File: src/rtl/tri_pkg.sv
// Shared definitions for the triangle rasterizer and its frame buffer:
// coordinate/counter widths and the frame buffer state encoding.
package tri_pkg;
  localparam int COORD_W = 3;
  localparam int CNT_W   = 7;

  typedef enum logic [1:0] {
    IDLE    = 2'd0,
    CAPTURE = 2'd1,
    READOUT = 2'd2
  } state_e;
endpackage

File: src/rtl/tri_frame_buffer_if.sv
// Pixel-in / row-out bundle of the frame buffer. The master drives the pixel stream
// and the sink ready; the slave (frame buffer) drives rows, status and debug state.
interface tri_frame_buffer_if #(
  parameter int COORD_W = tri_pkg::COORD_W,
  parameter int CNT_W   = tri_pkg::CNT_W
) ();
  localparam int SIDE = 1 << COORD_W;

  logic               busy;
  logic               po;
  logic [COORD_W-1:0] xo;
  logic [COORD_W-1:0] yo;
  logic               rd_ready;
  // Row handshake: a row transfers on any cycle with row_valid & rd_ready both high;
  // while row_valid is high and rd_ready low, row_idx/row_data hold steady.
  logic               row_valid;
  logic [COORD_W-1:0] row_idx;
  logic [SIDE-1:0]    row_data;
  logic               frame_done;
  logic [CNT_W-1:0]   pix_count;
  logic [CNT_W-1:0]   dup_count;
  logic               overrun;
  tri_pkg::state_e    dbg_state;

  modport master (
    output busy, po, xo, yo, rd_ready,
    input  row_valid, row_idx, row_data, frame_done, pix_count, dup_count, overrun, dbg_state
  );

  modport slave (
    input  busy, po, xo, yo, rd_ready,
    output row_valid, row_idx, row_data, frame_done, pix_count, dup_count, overrun, dbg_state
  );
endinterface

File: src/rtl/tri_row_mux.sv
// Selects one row of the square one-bit bitmap; bit i of the row is column x=i.
module tri_row_mux #(
  parameter int COORD_W = 3
) (
  input  logic [(1<<COORD_W)-1:0][(1<<COORD_W)-1:0] bitmap_i,
  input  logic [COORD_W-1:0]                        sel_i,
  output logic [(1<<COORD_W)-1:0]                   row_o
);
  assign row_o = bitmap_i[sel_i];
endmodule

File: src/rtl/tri_frame_buffer.sv
// Captures the rasterizer pixel stream into a bitmap while busy is high, then replays
// it row by row over a valid/ready port once busy falls.
module tri_frame_buffer #(
  parameter int COORD_W = tri_pkg::COORD_W,
  parameter int CNT_W   = tri_pkg::CNT_W
) (
  input  logic               clk,
  input  logic               reset,
  tri_frame_buffer_if.slave  bus
);
  import tri_pkg::*;

  localparam int                 SIDE     = 1 << COORD_W;
  localparam logic [COORD_W-1:0] LAST_ROW = COORD_W'(SIDE - 1);

  state_e                     state_q, state_d;
  logic                       busy_q;
  logic [SIDE-1:0][SIDE-1:0]  bitmap_q, bitmap_d;
  logic                       row_valid_q, row_valid_d;
  logic [COORD_W-1:0]         row_idx_q, row_idx_d;
  logic [SIDE-1:0]            row_data_q, row_data_d;
  logic                       frame_done_q, frame_done_d;
  logic [CNT_W-1:0]           pix_count_q, pix_count_d;
  logic [CNT_W-1:0]           dup_count_q, dup_count_d;
  logic                       overrun_q, overrun_d;
  logic [COORD_W-1:0]         mux_sel;
  logic [SIDE-1:0]            mux_row;
  logic                       rise, fall;

  assign rise = bus.busy & ~busy_q;
  assign fall = ~bus.busy & busy_q;

  // Outside READOUT the mux serves row 0 for the first presentation; inside it looks one row ahead.
  assign mux_sel = (state_q == READOUT) ? row_idx_q + COORD_W'(1) : '0;

  tri_row_mux #(.COORD_W(COORD_W)) u_row_mux (
    .bitmap_i (bitmap_q),
    .sel_i    (mux_sel),
    .row_o    (mux_row)
  );

  always_ff @(posedge clk) begin
    if (!reset) state_q <= IDLE;
    else        state_q <= state_d;
  end

  always_comb begin
    state_d      = state_q;
    bitmap_d     = bitmap_q;
    row_valid_d  = row_valid_q;
    row_idx_d    = row_idx_q;
    row_data_d   = row_data_q;
    frame_done_d = 1'b0;
    pix_count_d  = pix_count_q;
    dup_count_d  = dup_count_q;
    overrun_d    = overrun_q;
    case (state_q)
      IDLE: begin
        if (rise) begin
          bitmap_d    = '0;
          pix_count_d = '0;
          dup_count_d = '0;
          state_d     = CAPTURE;
          if (bus.po) begin
            bitmap_d[bus.yo][bus.xo] = 1'b1;
            pix_count_d              = CNT_W'(1);
          end
        end
      end
      CAPTURE: begin
        if (bus.po && bus.busy) begin
          if (bitmap_q[bus.yo][bus.xo]) begin
            if (dup_count_q != '1) dup_count_d = dup_count_q + CNT_W'(1);
          end else begin
            bitmap_d[bus.yo][bus.xo] = 1'b1;
            pix_count_d              = pix_count_q + CNT_W'(1);
          end
        end
        if (fall) begin
          state_d     = READOUT;
          row_idx_d   = '0;
          row_valid_d = 1'b1;
          row_data_d  = mux_row;
        end
      end
      READOUT: begin
        // A frame starting now cannot be captured; it is flagged and dropped.
        if (rise) overrun_d = 1'b1;
        if (bus.rd_ready) begin
          if (row_idx_q == LAST_ROW) begin
            row_valid_d  = 1'b0;
            frame_done_d = 1'b1;
            state_d      = IDLE;
          end else begin
            row_idx_d  = row_idx_q + COORD_W'(1);
            row_data_d = mux_row;
          end
        end
      end
      default: state_d = IDLE;
    endcase
  end

  always_ff @(posedge clk) begin
    if (!reset) begin
      busy_q       <= 1'b0;
      bitmap_q     <= '0;
      row_valid_q  <= 1'b0;
      row_idx_q    <= '0;
      row_data_q   <= '0;
      frame_done_q <= 1'b0;
      pix_count_q  <= '0;
      dup_count_q  <= '0;
      overrun_q    <= 1'b0;
    end else begin
      busy_q       <= bus.busy;
      bitmap_q     <= bitmap_d;
      row_valid_q  <= row_valid_d;
      row_idx_q    <= row_idx_d;
      row_data_q   <= row_data_d;
      frame_done_q <= frame_done_d;
      pix_count_q  <= pix_count_d;
      dup_count_q  <= dup_count_d;
      overrun_q    <= overrun_d;
    end
  end

  assign bus.row_valid  = row_valid_q;
  assign bus.row_idx    = row_idx_q;
  assign bus.row_data   = row_data_q;
  assign bus.frame_done = frame_done_q;
  assign bus.pix_count  = pix_count_q;
  assign bus.dup_count  = dup_count_q;
  assign bus.overrun    = overrun_q;
  assign bus.dbg_state  = state_q;
endmodule

File: src/flat_wrapper.sv
// flat-port wrapper written by rule: the top's interface ports become plain ports
module tri_frame_buffer_flat import tri_pkg::*;
#(
  parameter int COORD_W = tri_pkg::COORD_W,
  parameter int CNT_W   = tri_pkg::CNT_W
)
  (clk, reset, bus_busy, bus_po, bus_xo, bus_yo, bus_rd_ready, bus_row_valid, bus_row_idx, bus_row_data, bus_frame_done, bus_pix_count, bus_dup_count, bus_overrun, bus_dbg_state);
  tri_frame_buffer_if #(.COORD_W(COORD_W), .CNT_W(CNT_W)) bus_i ();
  input  logic clk;
  input  logic reset;
  input wire logic [$bits(bus_i.busy)-1:0] bus_busy;
  input wire logic [$bits(bus_i.po)-1:0] bus_po;
  input wire logic [$bits(bus_i.xo)-1:0] bus_xo;
  input wire logic [$bits(bus_i.yo)-1:0] bus_yo;
  input wire logic [$bits(bus_i.rd_ready)-1:0] bus_rd_ready;
  output wire logic [$bits(bus_i.row_valid)-1:0] bus_row_valid;
  output wire logic [$bits(bus_i.row_idx)-1:0] bus_row_idx;
  output wire logic [$bits(bus_i.row_data)-1:0] bus_row_data;
  output wire logic [$bits(bus_i.frame_done)-1:0] bus_frame_done;
  output wire logic [$bits(bus_i.pix_count)-1:0] bus_pix_count;
  output wire logic [$bits(bus_i.dup_count)-1:0] bus_dup_count;
  output wire logic [$bits(bus_i.overrun)-1:0] bus_overrun;
  output wire logic [$bits(bus_i.dbg_state)-1:0] bus_dbg_state;
  assign bus_i.busy = bus_busy;
  assign bus_i.po = bus_po;
  assign bus_i.xo = bus_xo;
  assign bus_i.yo = bus_yo;
  assign bus_i.rd_ready = bus_rd_ready;
  assign bus_row_valid = bus_i.row_valid;
  assign bus_row_idx = bus_i.row_idx;
  assign bus_row_data = bus_i.row_data;
  assign bus_frame_done = bus_i.frame_done;
  assign bus_pix_count = bus_i.pix_count;
  assign bus_dup_count = bus_i.dup_count;
  assign bus_overrun = bus_i.overrun;
  assign bus_dbg_state = bus_i.dbg_state;
  tri_frame_buffer #(.COORD_W(COORD_W), .CNT_W(CNT_W)) u_core (.clk(clk), .reset(reset), .bus(bus_i));
endmodule
File: config.mk
export PLATFORM = sky130hd
export DESIGN_NAME = tri_frame_buffer_flat
export DESIGN_NICKNAME = d
export VERILOG_FILES = /design/src/rtl/tri_pkg.sv /design/src/rtl/tri_frame_buffer_if.sv /design/src/rtl/tri_row_mux.sv /design/src/rtl/tri_frame_buffer.sv /design/src/flat_wrapper.sv
export SDC_FILE = /design/constraint.sdc
export NUM_CORES = 1
export LEC_CHECK = 0
export ABC_AREA = 1
export CELL_PAD_IN_SITES_DETAIL_PLACEMENT = 0
export CELL_PAD_IN_SITES_GLOBAL_PLACEMENT = 1
export CORE_MARGIN = 2
export CORE_UTILIZATION = 41
export CTS_BUF_LIST = sky130_fd_sc_hd__clkbuf_4 sky130_fd_sc_hd__clkbuf_8 sky130_fd_sc_hd__clkbuf_16
export CTS_CLUSTER_SIZE = 12
export DETAILED_ROUTE_END_ITERATION = 10
export HOLD_SLACK_MARGIN = 0.02
export PLACE_DENSITY_LB_ADDON = 0.1
export RECOVER_POWER = 25
export SLEW_MARGIN = 20
export SYNTH_ARGS = -nofsm -noshare
export SYNTH_HDL_FRONTEND = slang
export SYNTH_HIERARCHICAL = 1
export SYNTH_SLANG_ARGS = --single-unit
File: constraint.sdc
create_clock -name clk -period 3.1 [get_ports clk]
set_clock_uncertainty 0.05 [all_clocks]
set_input_delay 0.93 -clock clk [delete_from_list [all_inputs] [get_ports clk]]
set_output_delay 0.93 -clock clk [all_outputs]
set_load 0.005 [all_outputs]
# Word level (Yosys, flattened, before mapping)
# Cells that the tools add are included.
# word_totals
regBits	95
word_cells	100
inputBits	11
out_inout_bits	30
# classes
order_cmp	5
bitwise	5
reduce_logical	13
n_eq_ne	13
mux	44
addsub	3
# op_table
operator	count
$mux W64	4
$pmux W64 S2	1
$or A64 B64 Y64	1
$mux W7	7
$bmux W8 S3	2
$mux W8	6
$pmux W7 S2	2
$demux W8 S3	1
$pmux W8 S2	1
$reduce_and A4 Y1	4
$add A7 B1 Y7 const B	2
$lt A3 B4 Y1 const B	3
$mux W3	4
$ne A2 B1 Y1 const B	5
$mux W2	4
$ne A2 B2 Y1 const B	4
$mux W1	7
$ne A7 B7 Y1 const B	1
$ge A3 B1 Y1 const B	2
$pmux W2 S3	1
$pmux W3 S2	1
$reduce_and A5 Y1	1
$reduce_bool A2 Y1	2
$add A3 B1 Y3 const B	1
other kinds (12)	16

# Logic depth before layout (Yosys ltp)
# Gate-level depths: netlist (run 1).
# depth
word_depth	10
mapped_depth	15
ltp_nobuf	13

# By module
# Netlist (run 1), hierarchy kept.
# modules_own_cells
mod	seq_area_each_um2	cells_per_inst	instances	area_per_inst_um2
tri_frame_buffer	1901.8	775	1	4917.2
tri_row_mux	0.0	214	1	933.4

# Worst setup path before layout (run 1)
# No wires, ideal clock.
# synth_timing
path_type	input -> register
startpoint	input bus_yo[0]
endpoint	register u_core/bitmap_q[16] in the netlist's numbering
t_required_ps	2979
arrival_ps	2368
setup_ps	71
stages	14
path_buffers	4
slack_ps	612
cell_sequence	buf_4 buf_6 or2_0 nand3_1 nand2_1 o21ai_0 nand2_1 nor2_2 nand2_1 nand2_2 buf_6 buf_6 nand3_1 a21oi_1
# synth_between
elab_chain_cells	8
elab_cells_between_ends	17
classes_between	2 x order compare; 1 x eq/ne; 11 x mux; 1 x bitwise; 2 x reduce/logical
# synth_lines
item	line	source
start: declaration	flat_wrapper.sv:14	input wire logic [$bits(bus_i.yo)-1:0] bus_yo;
$lt A3 B4 Y1 (not written as such) / $ge A3 B1 Y1 (equally long branches)	tri_frame_buffer.sv:65, tri_frame_buffer.sv:75	
$logic_and A1 B1 Y1 (not written as such)	tri_frame_buffer.sv:65, tri_frame_buffer.sv:75	
$mux W8 (not written as such)	tri_frame_buffer.sv:65, tri_frame_buffer.sv:75	
$demux W8 S3	-	
$or A64 B64 Y64 (no source line)	-	
$mux W64	tri_frame_buffer.sv:72	if (bitmap_q[bus.yo][bus.xo]) begin
$mux W64	tri_frame_buffer.sv:71	if (bus.po && bus.busy) begin
$pmux W64 S2	tri_frame_buffer.sv:57	case (state_q)
end signal: assignment	tri_frame_buffer.sv:117	bitmap_q <= bitmap_d;
end: declaration	tri_frame_buffer.sv:18	logic [SIDE-1:0][SIDE-1:0] bitmap_q, bitmap_d;
# Several ways; a longest one is shown, not always the timed one. The select of a mux whose other input is x is not followed.
# A chain may end at the register's enable or synchronous reset.

# Final worst setup path (run 1)
# layout_timing
startpoint	input bus_yo[2]
endpoint	register u_core/bitmap_q[53] in the netlist's numbering
# Same word-level chain as after synthesis.

==> results.json, run 1 <==
{
  "cts_made_buffers": 9,
  "synth-compound-area-share_pct": 9.60,
  "io_buffers": 40,
  "async_flop_share_pct": 0,
  "area_delta_synth_final_pct": 16.7,
  "gp_congestion": 0.946,
  "netlist_instances": 989,
  "die_x_um": 123,
  "h-tree-depth": 3,
  "antenna_left": 0,
  "via_per_inst": 4.91,
  "max-vdd-ir-drop_v": 0.000233,
  "grt_use_total_pct": 24.8,
  "ios": 41,
  "synthFlopType": "dfxtp_1",
  "synth-simple-area-share_pct": 41.5,
  "drt_iter0_drc": 508,
  "r2r_start": "u_core/bus.dbg_state[1]",
  "synth.distinct_cells": 31,
  "fin_crit_ns": 2.78,
  "yosys-top-cells-area": "dfxtp_1 (33%), nand2_1 (18%), nand3_1 (11%)",
  "rsz0062_at_grt": "false",
  "wirelength_mm": 17.8,
  "synth_nets": 1004,
  "utilization_pct": 49.0,
  "grt_pass1_wl_mm": 29.0,
  "hp-class": "reg -> reg",
  "multi_input_area_mm2": 0.00311,
  "yosys_warnings": 6,
  "clock-root-buffer": "clkbuf_16",
  "worst_slew_pin_slew_ns": 0.818,
  "met2_usage_pct": 36.2,
  "row_count": 43,
  "p_leak_nw": 2.82,
  "dieHeight_um": 123,
  "clkSinkCount": 95,
  "required_ns": 3.33,
  "wl_per_cell_um": 14.7,
  "die_area_mm2": 0.0152,
  "synth_xor_area_share_pct": 0.898,
  "syn_avg_cell_area_um2": 5.92,
  "synth_edf_count": 0,
  "synth_top_family_by_area": "simple AND/OR/NAND/NOR gates",
  "fmax_ghz": 0.360,
  "num-fill-cells": 1541,
  "outcome": "finished clean",
  "syn_area_mm2": 0.00585,
  "slew_viol_final": 0,
  "start_util_pct": 42.0,
  "ys_ff_latch": 95,
  "grt_antenna_before_repair": 0,
  "cts_buffer_depth": 2,
  "clk_transition_reported_paths_ns": 0.06,
  "relSlewSlack_pct": 45.4,
  "setup_violations": 0,
  "overflow": 0,
  "drt_first_pass_iters": 5,
  "worstSkewPairLatency_ns": 0.35,
  "instances_no_fill": 1210,
  "cp_max_fo": 28,
  "gr-max-usage-layer": "met1",
  "crit_path_start": "bus_yo[2]",
  "end_kind": "register",
  "synth_top_area_cell": "dfxtp_1",
  "coreArea_mm2": 0.0139,
  "synth_fa_ha_area_share_pct": 0.855,
  "start_kind": "primary input",
  "max_cap_viol_count": 0,
  "fin_ws_ns": 0.323,
  "post-dp-hpwl_mm": 12.2,
  "dp_cells": 1195,
  "drive_gt1_share_pct": 7.67,
  "arrival_ns": 3.01,
  "powerDensity_mw_per_mm2": 459,
  "period_share_pct": 89.6,
  "path_class": "in -> reg",
  "antenna-diode-count": 0,
  "yosysSeqAreaShare_pct": 32.5,
  "use_met1_pct": 37.3,
  "grt_pass1_vias": 5357,
  "register_area_mm2": 0.00190,
  "grt_use_met3_pct": 4.11,
  "synth_top_area_share_pct": 32.5,
  "grt_max_degree": 67,
  "dpl_worst_slack_ns": -0.250,
  "vias": 5941,
  "final_nets": 1042,
  "worstHoldStart": "u_core/bus.row_valid",
  "hold_violations": 0,
  "remaining_drc_errors": 0,
  "cts_tree": "done",
  "synth_mux_area_share_pct": 0,
  "total_power_mw": 3.13
}
synth_stat cells, types with 9 or more instances:
cell type,n
dfxtp_1,95
nor2_1,122
inv_1,139
buf_2,11
nor3_1,9
nand4_1,9
clkbuf_1,23
buf_6,9
o21ai_0,23
nand3_1,131
nand2_1,281
a21oi_1,83
nand2_2,11
final timing paths:
kind,end,slack (ns),depth (start not counted)
max,u_core/bitmap_q[53],0.32,13
min,u_core/bus.row_valid,0.39,2
max reg2reg,u_core/bitmap_q[2],0.83,10
min reg2reg,u_core/bus.row_valid,0.39,2
worst max-delay path, cell delays in order:
cell	delay, ns
clkdlybuf4s50_1	0.55
nor2_1	0.07
buf_4	0.18
nand3_1	0.09
nand2_1	0.05
o21ai_0	0.19
nand2_1	0.09
nor2_2	0.14
nand2_1	0.08
nand2_2	0.17
buf_12	0.21
nand3_1	0.09
a21oi_1	0.15
through the flow:
stage | area (um2) | setup TNS [ns] | hold WS, ns
2_1_floorplan | 5850 | 0 | 0.392
3_3_place_gp | 6550 | -8.73 | 0.388
3_5_place_dp | 6550 | -11.09 | 0.389
4_1_cts | 6830 | 0 | 0.399
5_1_grt | 6830 | 0 | 0.419
6_report | 6830 | 0 | 0.393
logic make-up (layout without fill, tap and decap cells):
kind of cell,after synthesis,after routing
AOI/OAI and AO/OA,111,111
xor gates and xnor gates,6,6
adders and majority gates,4,4
buffers and inverters,197,238
DFF,95,95
and+or+nand+nor,576,576
sequential cells by signal (all words and copies together) (netlist names):
register	count
u_core/bus.row_data	8
u_core/bus.row_idx	3
u_core/bus.pix_count	7
u_core/bus.frame_done	1
u_core/bus.dbg_state	2
u_core/bus.dup_count	7
u_core/busy_q	1
u_core/bus.row_valid	1
u_core/bitmap_q	64
u_core/bus.overrun	1
cell type report:
cell class	count	share of cell area, %
Clock buffer	14	4.21
Multi-Input combinational cell	697	45.6
Timing Repair Buffer	80	11.1
Inverter	144	7.95
Sequential cell	95	27.8
Tap cell	180	3.30
metal layers:
| metal | wire [um] | vias to the layer above | share of wire, % |
|---|---|---|---|
| met3 | 942 | 12 | 5.3 |
| met4 | 205 | 0 | 1.1 |
| met1 | 9210 | 2654 | 52 |
| met5 | 0 | - | 0 |
| li1 | - | 3151 | - |
| met2 | 7480 | 124 | 42 |
power breakdown:
part / switching [mW] / internal, mW / total [mW]
sequential: 0.0335 / 1.27 / 1.30
combinational: 0.471 / 0.251 / 0.722
clock: 0.478 / 0.633 / 1.11
total: 0.982 / 2.15 / 3.13
timing repair:
| action | CTS | global route |
|---|---|---|
| endpoints found under the setup margin | 0 | 49 |
| hold buffers | 0 | 0 |
| gates resized for setup | 0 | 3 |
| setup buffers | 0 | 1 |
cells in the final DEF, fill, tap and decap left out, drive strengths merged:
cell type	synthesis	routed
a21oi	83	83
a31o	1	1
buf	30	38
clkbuf	23	16
clkdlybuf4s50	0	15
clkinv	1	1
dfxtp	95	95
dlygate4sd3	0	24
dlymetal6s2s	0	1
ha	4	4
inv	143	143
nand2	292	292
nand3	132	132
nand3b	1	1
nand4	9	9
nor2	124	124
nor3	9	9
nor3b	2	2
o211ai	1	1
o21ai	26	26
or2	7	7
xor2	6	6
No activity file was read; power rests on OpenSTA's default activity.
==> run 2: changes to the inputs <==
Clock period 3.1 ns to 2.6 ns, I/O delays scaled along.
==> run 2 against run 1 <==
Net effect: sequential share of layout area shrank 0.68 points; worst setup slack worse by 0.18 ns; critical path depth unchanged; hold slack improved by 0.00067 ns; sequential cell count unchanged; core utilization increased by 1.2 points; non-clock buffer count is 13 higher; cell count increased by 1.1%; register-to-register slack got worse by 0.37 ns; design area is 2.5% higher; wire length rose by 1.1%; critical endpoint is now u_core/bitmap_q[45]; largest cell class unchanged.
==> results.json, run 2 (synthesized netlist as in run 1, its figures left out) <==
{
  "start_util_pct": 42.0,
  "remaining_drc_errors": 0,
  "total_power_mw": 3.81,
  "grt_pass1_wl_mm": 29.4,
  "cp_max_fo": 30,
  "die_x_um": 123,
  "top_register": "u_core/bitmap_q",
  "slew_viol_final": 0,
  "overflow": 0,
  "coreArea_mm2": 0.0139,
  "vias": 6010,
  "drt_iter0_drc": 437,
  "max_cap_viol_count": 0,
  "finish.instance_area_mm2": 0.00700,
  "cts_buffer_depth": 2,
  "dpl_worst_slack_ns": -0.492,
  "hp-class": "reg -> reg",
  "end_kind": "register",
  "final_nets": 1055,
  "clkSinkCount": 95,
  "drive_gt1_share_pct": 8.82,
  "holdWs_ns": 0.394,
  "final_common_cell": "nand2_1",
  "relSlewSlack_pct": 15.7,
  "ios": 41,
  "via_per_inst": 4.91,
  "start_kind": "primary input",
  "antenna_left": 0,
  "worst_slew_pin_slew_ns": 1.26,
  "io_buffers": 40,
  "grt_antenna_before_repair": 0,
  "cts_tree": "done",
  "post-dp-hpwl_mm": 12.4,
  "grt_use_total_pct": 25.0,
  "max-vdd-ir-drop_v": 0.000443,
  "wl_per_cell_um": 14.7,
  "clock-root-buffer": "clkbuf_16",
  "worstSkewPairLatency_ns": 0.35,
  "antenna-diode-count": 0,
  "fmax_ghz": 0.406,
  "area_delta_synth_final_pct": 19.7,
  "outcome": "finished clean",
  "fin_crit_ns": 2.46,
  "cts_made_buffers": 9,
  "hold_violations": 0,
  "drt_first_pass_iters": 5,
  "final_cell_mix": "nand2_1 (278), inv_1 (140), nand3_1 (131)",
  "setup_violations": 0,
  "clk_transition_reported_paths_ns": 0.06,
  "row_count": 43,
  "path_class": "in -> reg",
  "grt_max_degree": 67,
  "largest_register_ffs": 64,
  "arrival_ns": 2.69,
  "fin_ws_ns": 0.139,
  "dieHeight_um": 123,
  "grt_pass1_vias": 5545,
  "tns_ns": 0,
  "postPlaceCellArea_mm2": 0.00664,
  "die_area_mm2": 0.0152,
  "period_share_pct": 94.7,
  "p_leak_nw": 2.92,
  "required_ns": 2.82,
  "powerDensity_mw_per_mm2": 544,
  "wirelength_mm": 18.0,
  "h-tree-depth": 3,
  "gp_congestion": 0.950
}
run 2: changes by cell type in the layout (fill, tap and decap cells not counted), moves of 2 or more:
cell,before,now
dlygate4sd2_1,0,2
nand2_2,14,12
o21ai_0,23,20
buf_6,0,2
nand2_4,0,2
clkbuf_8,4,1
buf_12,5,8
buf_4,33,40
o21ai_1,2,5
clkbuf_4,1,3
run 2: power by group:
group | total [mW] | switching (mW) | internal (mW) | leakage, nW
Sequential | 1.55 | 0.0400 | 1.51 | 0.768
Combinational | 0.903 | 0.573 | 0.330 | 2.01
Clock | 1.35 | 0.558 | 0.795 | 0.146
Total | 3.81 | 1.17 | 2.64 | 2.92
run 2: what timing repair did:
action,4_1_cts,5_1_grt
pin swaps,1,1
setup buffers,0,0
endpoints found under the hold margin,0,0
resized for setup,17,9
endpoints found under the setup margin,77,78
hold buffers,0,0
run 2: cell type report:
class                           instances  area, um2
Inverter                              144        546
Fill cell                            1513       6930
Timing Repair Buffer                   93        906
Sequential cell                        95       1900
Multi-Input combinational cell        697       3130
Clock inverter                          1       30.0
Tap cell                              180        225
Clock buffer                           13        262
run 2: critical path, cell delays in order:
cell and delay (ns):
dlygate4sd2_1 0.30, buf_12 0.19, or2_2 0.27, nand3_1 0.07, nand2_1 0.04, o21ai_0 0.14, nand2_1 0.11, nor2_4 0.11
nand2_1 0.10, nand2_4 0.15, buf_8 0.17, nand3_1 0.08, a21oi_1 0.15
run 2: worst paths after layout:
check,start,endpoint,slack (ns),cells after the start
max,bus_yo[0],u_core/bitmap_q[45],0.14,13
min,u_core/bus.row_valid,u_core/bus.row_valid,0.39,2
max reg2reg,u_core/bus.dbg_state[1],u_core/bus.row_data[6],0.46,12
min reg2reg,u_core/bus.row_valid,u_core/bus.row_valid,0.39,2
run 2: routing by layer:
layer	track usage, %	up-vias	routed length [um]
li1	-	3173	-
met2	38.2	117	7710
met5	0	-	0
met4	5.54	0	201
met1	36.7	2705	9290
met3	4.11	15	829
run 2: per-stage QoR:
| stage | instances | util, % |
|---|---|---|
| after floorplan | 989 | - |
| after global placement | 1209 | 47.6 |
| after detailed placement | 1209 | 47.6 |
| after CTS | 1223 | 50.1 |
| after global routing | 1223 | 50.2 |
| final | 1223 | 50.2 |
==> run 3: changes to the inputs <==
Settings changed: ABC_AREA 1 to unset, CORE_UTILIZATION 41 to 44.
==> run 3 against run 2 <==
Net effect: sequential cell count unchanged; global-route usage down 1.6 points; sequential power down 5%; clock power down 20%; combinational power down 62%; area after synthesis down 21%; die area down 26%; power down 24%; clock-buffer cell count down 3.
==> results.json, run 3 <==
{
  "synth_common_cells": "dfxtp_1 (95), nand2_1 (91), o21ai_0 (67)",
  "synth_top_area_cell": "dfxtp_1",
  "coreArea_mm2": 0.0102,
  "fin_crit_ns": 2.58,
  "largest_register_ffs": 64,
  "wirelength_mm": 12.8,
  "antenna-diode-count": 0,
  "via_per_inst": 5.55,
  "start_util_pct": 45.1,
  "die_area_mm2": 0.0113,
  "synth_edf_count": 0,
  "grt_use_total_pct": 23.4,
  "post-dp-hpwl_mm": 9.11,
  "syn_avg_cell_area_um2": 9.25,
  "hp-class": "reg -> reg",
  "setup_violations": 0,
  "power.switching_mw": 0.718,
  "yosys-top-cells-area": "dfxtp_1 (41%), mux4_1 (8.5%), mux2i_1 (8.5%)",
  "path_class": "in -> reg",
  "p_int_mw": 2.18,
  "end_kind": "register",
  "syn_area_mm2": 0.00461,
  "worstSkewPairLatency_ns": 0.36,
  "vias": 4034,
  "power_frac_seq_pct": 50.9,
  "start_kind": "primary input",
  "cts_made_buffers": 9,
  "antenna_left": 0,
  "instances_no_fill": 727,
  "worst_slew_pin_slew_ns": 0.573,
  "grt_pass1_wl_mm": 20.4,
  "fmax_ghz": 0.388,
  "netlist_instances": 499,
  "area_delta_synth_final_pct": 28.4,
  "synth_top_area_share_pct": 41.2,
  "cts_tree": "done",
  "slew_viol_final": 0,
  "utilization_pct": 57.9,
  "max_cap_viol_count": 0,
  "synth_nets": 514,
  "grt_antenna_before_repair": 0,
  "final_common_cell": "dfxtp_1",
  "drive_gt1_share_pct": 20.0,
  "powerDensity_mw_per_mm2": 489,
  "clock-root-buffer": "clkbuf_8",
  "row_count": 37,
  "dp_cells": 708,
  "die_x_um": 106,
  "gp_congestion": 0.888,
  "max-vdd-ir-drop_v": 0.000276,
  "rsz0062_at_grt": "true",
  "ios": 41,
  "drt_first_pass_iters": 5,
  "h-tree-depth": 3,
  "p_leak_nw": 2.40,
  "overflow": 0,
  "final_nets": 602,
  "io_buffers": 40,
  "required_ns": 2.85,
  "clkSinkCount": 95,
  "async_flop_share_pct": 0,
  "grt_max_degree": 30,
  "multi_input_area_mm2": 0.00267,
  "remaining_drc_errors": 0,
  "synthFlopType": "dfxtp_1",
  "wl_per_cell_um": 17.6,
  "arrival_ns": 2.83,
  "dieHeight_um": 106,
  "clk_transition_reported_paths_ns": 0.09,
  "ys_ff_latch": 95,
  "grt_pass1_vias": 3772,
  "cp_max_fo": 9,
  "synth.distinct_cells": 44,
  "relSlewSlack_pct": 61.8,
  "synth_most_common_cell": "dfxtp_1",
  "final_cell_mix": "dfxtp_1 (95), nand2_1 (85), o21ai_0 (58)",
  "clkPwrFrac_pct": 37.4,
  "combPwrFrac_pct": 11.7,
  "yosysSeqAreaShare_pct": 41.2,
  "outcome": "finished clean",
  "register_area_mm2": 0.00190,
  "period_share_pct": 99.2,
  "swShare_pct": 24.8,
  "cts_buffer_depth": 2,
  "drt_iter0_drc": 186,
  "num-fill-cells": 947,
  "yosys_warnings": 6,
  "top_register": "u_core/bitmap_q",
  "hold_violations": 0
}
[run 3: changes by cell type after synthesis, moves of 9 or more]
cell	previous run	this run
nor2_1	122	31
mux2_2	0	9
inv_1	139	10
nand2_1	281	91
o21ai_0	23	67
mux4_1	0	15
nand3_1	131	23
nand2_2	11	0
nor2b_1	0	11
mux2i_1	0	39
a21oi_1	83	10
[run 3: stage by stage]
stage	area, um2	power, mW	hold WS, ns	setup slack [ns]	setup TNS [ns]
2_1_floorplan	4690	1.67	0.384	-0.0149	-0.0149
3_3_place_gp	5610	1.83	0.400	-0.739	-53.76
3_5_place_dp	5610	1.83	0.411	-0.827	-57.70
4_1_cts	5860	2.91	0.431	0.0396	0
5_1_grt	5930	3.01	0.445	-0.0467	-0.741
6_report	5930	2.90	0.416	0.0205	0
[run 3: power groups by stage]
| stage | Sequential [mW] | Clock (mW) | Combinational (mW) |
|---|---|---|---|
| floorplan | 1.51 | 0 | 0.167 |
| global placement | 1.51 | 0 | 0.319 |
| detailed placement | 1.51 | 0 | 0.321 |
| CTS | 1.47 | 1.11 | 0.327 |
| global route | 1.48 | 1.17 | 0.365 |
| finish | 1.47 | 1.08 | 0.340 |
[run 3: worst paths after layout]
path                              to  slack [ns]                start  cells past startpoint
min              u_core/bitmap_q[36]        0.42  u_core/bitmap_q[36]                      2
min reg2reg      u_core/bitmap_q[36]        0.42  u_core/bitmap_q[36]                      2
max reg2reg      u_core/bitmap_q[59]        0.36  u_core/bitmap_q[24]                      8
max          u_core/bus.dup_count[5]        0.02            bus_yo[0]                     10
[run 3: layout make-up]
| cell class | instances | area share [%] |
|---|---|---|
| multi-input combinational | 368 | 45.1 |
| sequential | 95 | 32.1 |
| timing repair buffer | 103 | 15.6 |
| tap | 136 | 2.87 |
| clock buffer | 10 | 2.32 |
| clock inverter | 5 | 1.37 |
| inverter | 10 | 0.633 |
[run 3: critical path: stages]
cell,delay (ns)
dlygate4sd2_1,0.30
nor2b_1,0.16
buf_4,0.17
a2111oi_4,0.35
nand3_2,0.17
nand4_4,0.18
buf_4,0.16
o21ai_4,0.09
or3_1,0.32
a21oi_1,0.15
[run 3: logic make-up (layout without fill, tap and decap cells)]
kind of cell / after synthesis / in the layout / synth area share, %
compound gates: 112 / 112 / 14.9
fa+ha+maj: 4 / 4 / 1.08
xor+xnor: 2 / 2 / 0.380
simple gates: 184 / 184 / 18.1
mux: 66 / 66 / 20.7
flops: 95 / 95 / 41.2
buf+inv: 36 / 128 / 3.66
[run 3: repair_timing]
action | 4_1_cts | 5_1_grt
gates resized for setup | 22 | 16
setup endpoints to repair | 78 | 65
hold buffers | 0 | 0
pin swaps | 8 | 6
buffers inserted | 0 | 4
[run 3: layer usage]
layer | wire length, um | track usage (%) | vias up
met1 | 6190 | 33.5 | 1962
li1 | - | - | 1981
met4 | 126 | 7.33 | 0
met2 | 5950 | 36.4 | 79
met5 | 0 | 0 | -
met3 | 504 | 3.37 | 12
